[src/rtl/atsc_rs_pkg.sv]
// rtl/atsc_rs_pkg.sv - shared constants, types and GF(256) helpers for the ATSC RS(207,187) encoder
package atsc_rs_pkg;

    localparam logic [8:0] GF_POLY  = 9'h11D;
    localparam int         N_DATA   = 187;
    localparam int         N_PARITY = 20;

    typedef enum logic {ST_DATA, ST_PARITY} state_t;

    typedef logic [N_PARITY-1:0][7:0] gen_t;

    function automatic logic [7:0] gf_mul_const(input logic [7:0] a, input logic [7:0] k,
                                                input logic [8:0] poly);
        logic [7:0] acc;
        logic [7:0] x;
        acc = 8'h00;
        x   = a;
        for (int i = 0; i < 8; i++) begin
            if (k[i]) acc = acc ^ x;
            x = x[7] ? ({x[6:0], 1'b0} ^ poly[7:0]) : {x[6:0], 1'b0};
        end
        return acc;
    endfunction

    // Expands prod (x + alpha^i), i = 0..N_PARITY-1; the monic x^N_PARITY term is dropped.
    function automatic gen_t rs_gen_calc();
        logic [N_PARITY:0][7:0] g;
        logic [7:0]             root;
        gen_t                   r;
        g    = '0;
        g[0] = 8'h01;
        root = 8'h01;
        for (int i = 0; i < N_PARITY; i++) begin
            for (int j = N_PARITY; j > 0; j--) begin
                g[j] = g[j-1] ^ gf_mul_const(g[j], root, GF_POLY);
            end
            g[0] = gf_mul_const(g[0], root, GF_POLY);
            root = gf_mul_const(root, 8'h02, GF_POLY);
        end
        for (int j = 0; j < N_PARITY; j++) r[j] = g[j];
        return r;
    endfunction

    localparam gen_t RS_GEN = rs_gen_calc();

endpackage

[src/rtl/atsc_gf_mul.sv]
// rtl/atsc_gf_mul.sv - multiply a byte by a fixed GF(256) constant (reduces to an XOR network)
module atsc_gf_mul
    import atsc_rs_pkg::*;
#(
    parameter logic [7:0] COEF = 8'h01,
    parameter logic [8:0] POLY = 9'h11D
) (
    input  logic [7:0] a_i,
    output logic [7:0] y_o
);

    always_comb begin
        y_o = gf_mul_const(a_i, COEF, POLY);
    end

endmodule

[src/rtl/atsc_rsenc.sv]
// rtl/atsc_rsenc.sv - systematic RS(207,187) encoder: forwards 187 data bytes then 20 LFSR parity bytes
module atsc_rsenc #(
    parameter int N_DATA   = atsc_rs_pkg::N_DATA,
    parameter int N_PARITY = atsc_rs_pkg::N_PARITY
) (
    input  logic        ce_clk,
    input  logic        ce_rst,
    input  logic [31:0] in_tdata,
    input  logic        in_tvalid,
    output logic        in_tready,
    input  logic        in_tlast,
    output logic [31:0] out_tdata,
    output logic        out_tvalid,
    input  logic        out_tready,
    output logic        out_tlast,
    output logic        frame_err
);
    import atsc_rs_pkg::*;

    localparam logic [7:0] LAST_DATA = 8'(N_DATA - 1);
    localparam logic [7:0] LAST_PAR  = 8'(N_PARITY - 1);

    state_t                    state_q, state_d;
    logic [7:0]                cnt_q, cnt_d;
    logic [N_PARITY-1:0][7:0]  lfsr_q, lfsr_d;
    logic [N_PARITY-1:0][7:0]  prod;
    logic [7:0]                out_data_q, out_data_d;
    logic                      out_valid_q, out_valid_d;
    logic                      out_last_q, out_last_d;
    logic                      err_q, err_d;
    logic [7:0]                fb;
    logic                      out_free;
    logic                      accept;
    logic                      unused_hi;

    assign unused_hi = ^in_tdata[31:8];

    assign out_free  = !out_valid_q || out_tready;
    assign in_tready = (state_q == ST_DATA) && out_free;
    assign accept    = in_tvalid && in_tready;
    assign fb        = in_tdata[7:0] ^ lfsr_q[N_PARITY-1];

    for (genvar i = 0; i < N_PARITY; i++) begin : g_mul
        atsc_gf_mul #(
            .COEF (RS_GEN[i]),
            .POLY (GF_POLY)
        ) u_mul (
            .a_i (fb),
            .y_o (prod[i])
        );
    end

    always_comb begin
        state_d     = state_q;
        cnt_d       = cnt_q;
        lfsr_d      = lfsr_q;
        out_data_d  = out_data_q;
        out_last_d  = out_last_q;
        out_valid_d = out_valid_q && !out_tready;
        err_d       = err_q;

        if (state_q == ST_DATA) begin
            if (accept) begin
                lfsr_d[0] = prod[0];
                for (int i = 1; i < N_PARITY; i++) begin
                    lfsr_d[i] = lfsr_q[i-1] ^ prod[i];
                end
                out_data_d  = in_tdata[7:0];
                out_valid_d = 1'b1;
                out_last_d  = 1'b0;
                cnt_d       = cnt_q + 8'd1;
                // tlast is only checked; framing stays on the internal count.
                if (in_tlast != (cnt_q == LAST_DATA)) err_d = 1'b1;
                if (cnt_q == LAST_DATA) begin
                    cnt_d   = 8'd0;
                    state_d = ST_PARITY;
                end
            end
        end else if (out_free) begin
            out_data_d  = lfsr_q[N_PARITY-1];
            lfsr_d      = {lfsr_q[N_PARITY-2:0], 8'h00};
            out_valid_d = 1'b1;
            out_last_d  = 1'b0;
            cnt_d       = cnt_q + 8'd1;
            if (cnt_q == LAST_PAR) begin
                out_last_d = 1'b1;
                cnt_d      = 8'd0;
                state_d    = ST_DATA;
            end
        end

        if (!out_valid_d) out_last_d = 1'b0;
    end

    always_ff @(posedge ce_clk or posedge ce_rst) begin
        if (ce_rst) begin
            state_q     <= ST_DATA;
            cnt_q       <= 8'd0;
            lfsr_q      <= '0;
            out_data_q  <= 8'h00;
            out_valid_q <= 1'b0;
            out_last_q  <= 1'b0;
            err_q       <= 1'b0;
        end else begin
            state_q     <= state_d;
            cnt_q       <= cnt_d;
            lfsr_q      <= lfsr_d;
            out_data_q  <= out_data_d;
            out_valid_q <= out_valid_d;
            out_last_q  <= out_last_d;
            err_q       <= err_d;
        end
    end

    assign out_tdata  = {24'h000000, out_data_q};
    assign out_tvalid = out_valid_q;
    assign out_tlast  = out_last_q;
    assign frame_err  = err_q;

endmodule

[config.mk]
export PLATFORM = sky130hd
export DESIGN_NAME = atsc_rsenc
export DESIGN_NICKNAME = d
export VERILOG_FILES = /design/src/rtl/atsc_rs_pkg.sv /design/src/rtl/atsc_gf_mul.sv /design/src/rtl/atsc_rsenc.sv
export SDC_FILE = /design/constraint.sdc
export NUM_CORES = 1
export LEC_CHECK = 0
export ABC_AREA = 1
export ABC_CLOCK_PERIOD_IN_PS = 7680
export CORE_MARGIN = 2
export CORE_UTILIZATION = 50
export CTS_CLUSTER_SIZE = 10
export DETAILED_ROUTE_END_ITERATION = 16
export GPL_TIMING_DRIVEN = 0
export HOLD_SLACK_MARGIN = 0.12
export PLACE_DENSITY = 0.67
export SLEW_MARGIN = 20
export SYNTH_ARGS = -nofsm -noshare
export SYNTH_HDL_FRONTEND = slang
export SYNTH_HIERARCHICAL = 1
export SYNTH_SLANG_ARGS = --single-unit
[constraint.sdc]
create_clock -name ce_clk -period 7.68 [get_ports ce_clk]
set_input_delay 1.536 -clock ce_clk [delete_from_list [all_inputs] [get_ports ce_clk]]
set_output_delay 1.536 -clock ce_clk [all_outputs]
set_load 0.02 [all_outputs]
==> impl_metrics.yaml <==
placed_design:
  last_weighted_congestion_value_of_the_routability_driven_placer: 0.895
  place_area_sq_um: 19000
  post-dp-hpwl_um: 32000
  port_buffers: 24
  detailedPlace.worstSlack_ps: 3130
die:
  starting_density_of_the_core: 0.511
  core.rowCount: 67
  floorplan.io_pins: 73
  fp.coreArea_sq_um: 33700
  die_h_um: 189
  die-area_sq_um: 35900
  die_width_um: 189
cts:
  cts-htree-levels: 4
  cts_made_buffers: 17
  ctsRootBufferMaster: "sky130_fd_sc_hd__clkbuf_16"
  cts_tree: "yes"
  post-cts-setup-buffer-count: 0
  clkTransAtPathRegs_ps: 80
  ctsResizeCount: 0
  cts_hold_buffers: 0
  cts_max_path_buffers: 2
  clock_latency_late_sink_ps: 440
  cts.sinks: 180
drt:
  vias: 16028
  routedWlPerCell_um: 13.3
  drc: 0
  route.detailed.vias_per_inst: 4.98
  detail_route.wirelength_um: 42800
  drt-initial-drc-count: 931
  drtPass1Iterations: 5
  detail-route-antenna-nets: 0
global_routing:
  globalRouteMet1Util: 0.329
  globalRouteMet2Util: 0.415
  grt.overflow.total: 0
  grt_first_pass_wirelength_um: 71900
  grt-busiest-layer: "met2"
  grt_antenna_before_repair: 0
  first_global_vias: 15141
  grt_max_degree: 93
  grt_util_met3: 0.0269
  globalRouteTotalUtil: 0.243
setup_path:
  critical_path_required_ps: 6140
  slowest_stage: "sky130_fd_sc_hd__clkdlybuf4s50_1"
  worstSetupStartpointType: "primary input"
  timing.rr.end: "lfsr_q[63]"
  regToRegStartpoint: "lfsr_q[159]"
  critical_path.n_buffers_inverters: 2
  critical-path-top-delay-family: "buffers and inverters"
  critical_path.cell_chain: "clkdlybuf4s50_1, nor2_1, nor2_1, clkdlybuf4s50_1"
  timing.reg2reg.worst_path_depth: 11
  crit_type: "primary input to output pin"
  critical-path-max-stage-delay_ps: 660
  nature_of_the_critical_path_endpoint: "output pin"
  worstPathMaxFanout: 4
  arrival_ps: 3020
  reg2reg_slack_ps: 4730
synthesis:
  post_synth_simple_gate_area: 0.390
  synth_xor_xnor_area_share: 0.196
  netlist_top_cells_area: "sky130_fd_sc_hd__nand2_1 (26%), sky130_fd_sc_hd__dfrtp_1 (26%), sky130_fd_sc_hd__xor2_1 (14%), sky130_fd_sc_hd__nand3_1 (5.1%), sky130_fd_sc_hd__nand2_2 (4.2%)"
  synth_top_family_by_area: "simple AND/OR/NAND/NOR gates"
  syn_area_sq_um: 17200
  ys_seq_area_frac: 0.262
  yosys.area_share.adder: 0.00145
  synthDominantAreaCellType: "sky130_fd_sc_hd__nand2_1"
  number_of_synthesized_flops_with_an_enable_pin: 0
  synth-compound-area-share: 0.0524
  synth.mux.area_fraction: 0
  netlist_instances: 2664
  postSynthRegisterBits: 180
  postSynth.topFlopCell: "sky130_fd_sc_hd__dfrtp_1"
  synthDominantCellAreaShare: 0.263
  number_of_distinct_library_cells_after_synthesis: 43
  synth_warnings: 6
  post_synthesis_area_per_instance_sq_um: 6.46
  async_reset_ff_frac: 1.00
  most_common_cell_in_the_synthesized_netlist: "sky130_fd_sc_hd__nand2_1"
  synth_commonest_cells: "sky130_fd_sc_hd__nand2_1 (1205), sky130_fd_sc_hd__xor2_1 (276), sky130_fd_sc_hd__dfrtp_1 (180)"
min_path:
  min_from: "frame_err"
  count_of_cells_along_the_worst_hold_path: 1
  hold_path_end: "frame_err"
  hold_path_class: "register to register"
job:
  drv.max_cap_violation_count: 0
sta:
  final.setup.worst_slack_ps: 3120
  timing.final.max_slew_violations: 0
  setup_repair_after_global_routing_missed_its_margin: "false"
  clock_skew_ps: 12.8
  timing.final.crit_share: 0.593
  maxSlewHeadroom: 0.436
  finalWorstPathRequiredPeriod_ps: 4560
  timing_worst_slew_pin_value_ps: 845
  hold_violations: 0
  clock.fmax_mhz: 219
  setup_viol: 0
status:
  outcome: "complete, no violations"
cells_and_area:
  layout-area-overhead-vs-synth_pct: 14.0
  fraction_of_final_layout_cells_with_drive_strength_greater_than_1: 0.136
  num_antenna_cells: 0
  fillCellCount: 3141
  final_non_filler_cell_area_sq_um: 19600
  final_stage_net_count: 2798
## cell families (layout without fill, tap and decap cells)
kind of cell    Yosys count  in the layout
simple gates           1589           1589
xor+xnor                365            365
other cells               1             24
fa+ha+maj                 2              2
buf+inv                 350            435
flops                   180            180
compound gates          177            177
## worst max path at each step
stage                      startpoint     endpoint  slack, ps  cells past startpoint
after floorplan           in_tdata[5]  lfsr_q[140]       1000                     13
after global placement    in_tdata[5]  lfsr_q[140]      -2400                     15
after detailed placement   out_tready    in_tready       3130                      4
after CTS                  out_tready    in_tready       3120                      4
after global routing       out_tready    in_tready       3050                      4
final                      out_tready    in_tready       3120                      4
## registers in the layout, indices dropped and copies added (netlist names)
name / cells
out_tvalid: 1
out_tlast: 1
lfsr_q: 160
frame_err: 1
state_q: 1
out_data_q: 8
cnt_q: 8
## cells in the final DEF (no fill, tap or decap), drive strengths merged
cell type	Yosys	final
a21oi	2	2
a31oi	8	8
buf	90	119
bufinv	0	1
clkbuf	27	49
clkdlybuf4s50	0	24
clkinv	7	10
clkinvlp	0	1
conb	1	24
dfrtp	180	180
ha	2	2
inv	226	231
nand2	1334	1334
nand2b	1	1
nand3	183	183
nand3b	11	11
nand4	5	5
nor2	49	49
o21ai	166	166
o21bai	1	1
or2	6	6
xnor2	78	78
xnor3	3	3
xor2	283	283
xor3	1	1
## final cells by class
type	count	area (sq um)	area share
Clock inverter	10	110	0.00561
Buffer	117	783	0.0399
Inverter	233	918	0.0468
Clock buffer	22	484	0.0247
Tap cell	448	561	0.0286
Timing Repair Buffer	53	1010	0.0517
Multi-Input combinational cell	2157	11200	0.573
Sequential cell	180	4500	0.230
## stage by stage
step / hold slack [ps] / setup TNS, ps / util / cells
floorplan: 472 / 0 / - / 2687
global placement: 478 / -470850 / 0.537 / 3159
detailed placement: 481 / 0 / 0.564 / 3188
CTS: 500 / 0 / 0.582 / 3220
global route: 527 / 0 / 0.582 / 3220
finish: 496 / 0 / 0.582 / 3220
## metal layers
layer / up-vias / share of wire
met5: - / 0
met4: 0 / 0.014
met3: 37 / 0.043
met2: 340 / 0.47
met1: 7360 / 0.47
li1: 8291 / -
## worst register-to-register path, stage by stage, from the launching register on
cell                      delay (ps)
sky130_fd_sc_hd__dfrtp_1         530
sky130_fd_sc_hd__xor2_4          720
sky130_fd_sc_hd__buf_16          250
sky130_fd_sc_hd__buf_16          170
sky130_fd_sc_hd__inv_2            90
sky130_fd_sc_hd__nand2_1          80
sky130_fd_sc_hd__nand2_1         120
sky130_fd_sc_hd__xor2_1          200
sky130_fd_sc_hd__xor2_1          320
sky130_fd_sc_hd__nand2_1         110
sky130_fd_sc_hd__xor2_1          150
sky130_fd_sc_hd__o21ai_0         140
Power is left out: the tool's default activity adds up to more than one toggle a clock period on the data nets, which glitch-free logic cannot reach.
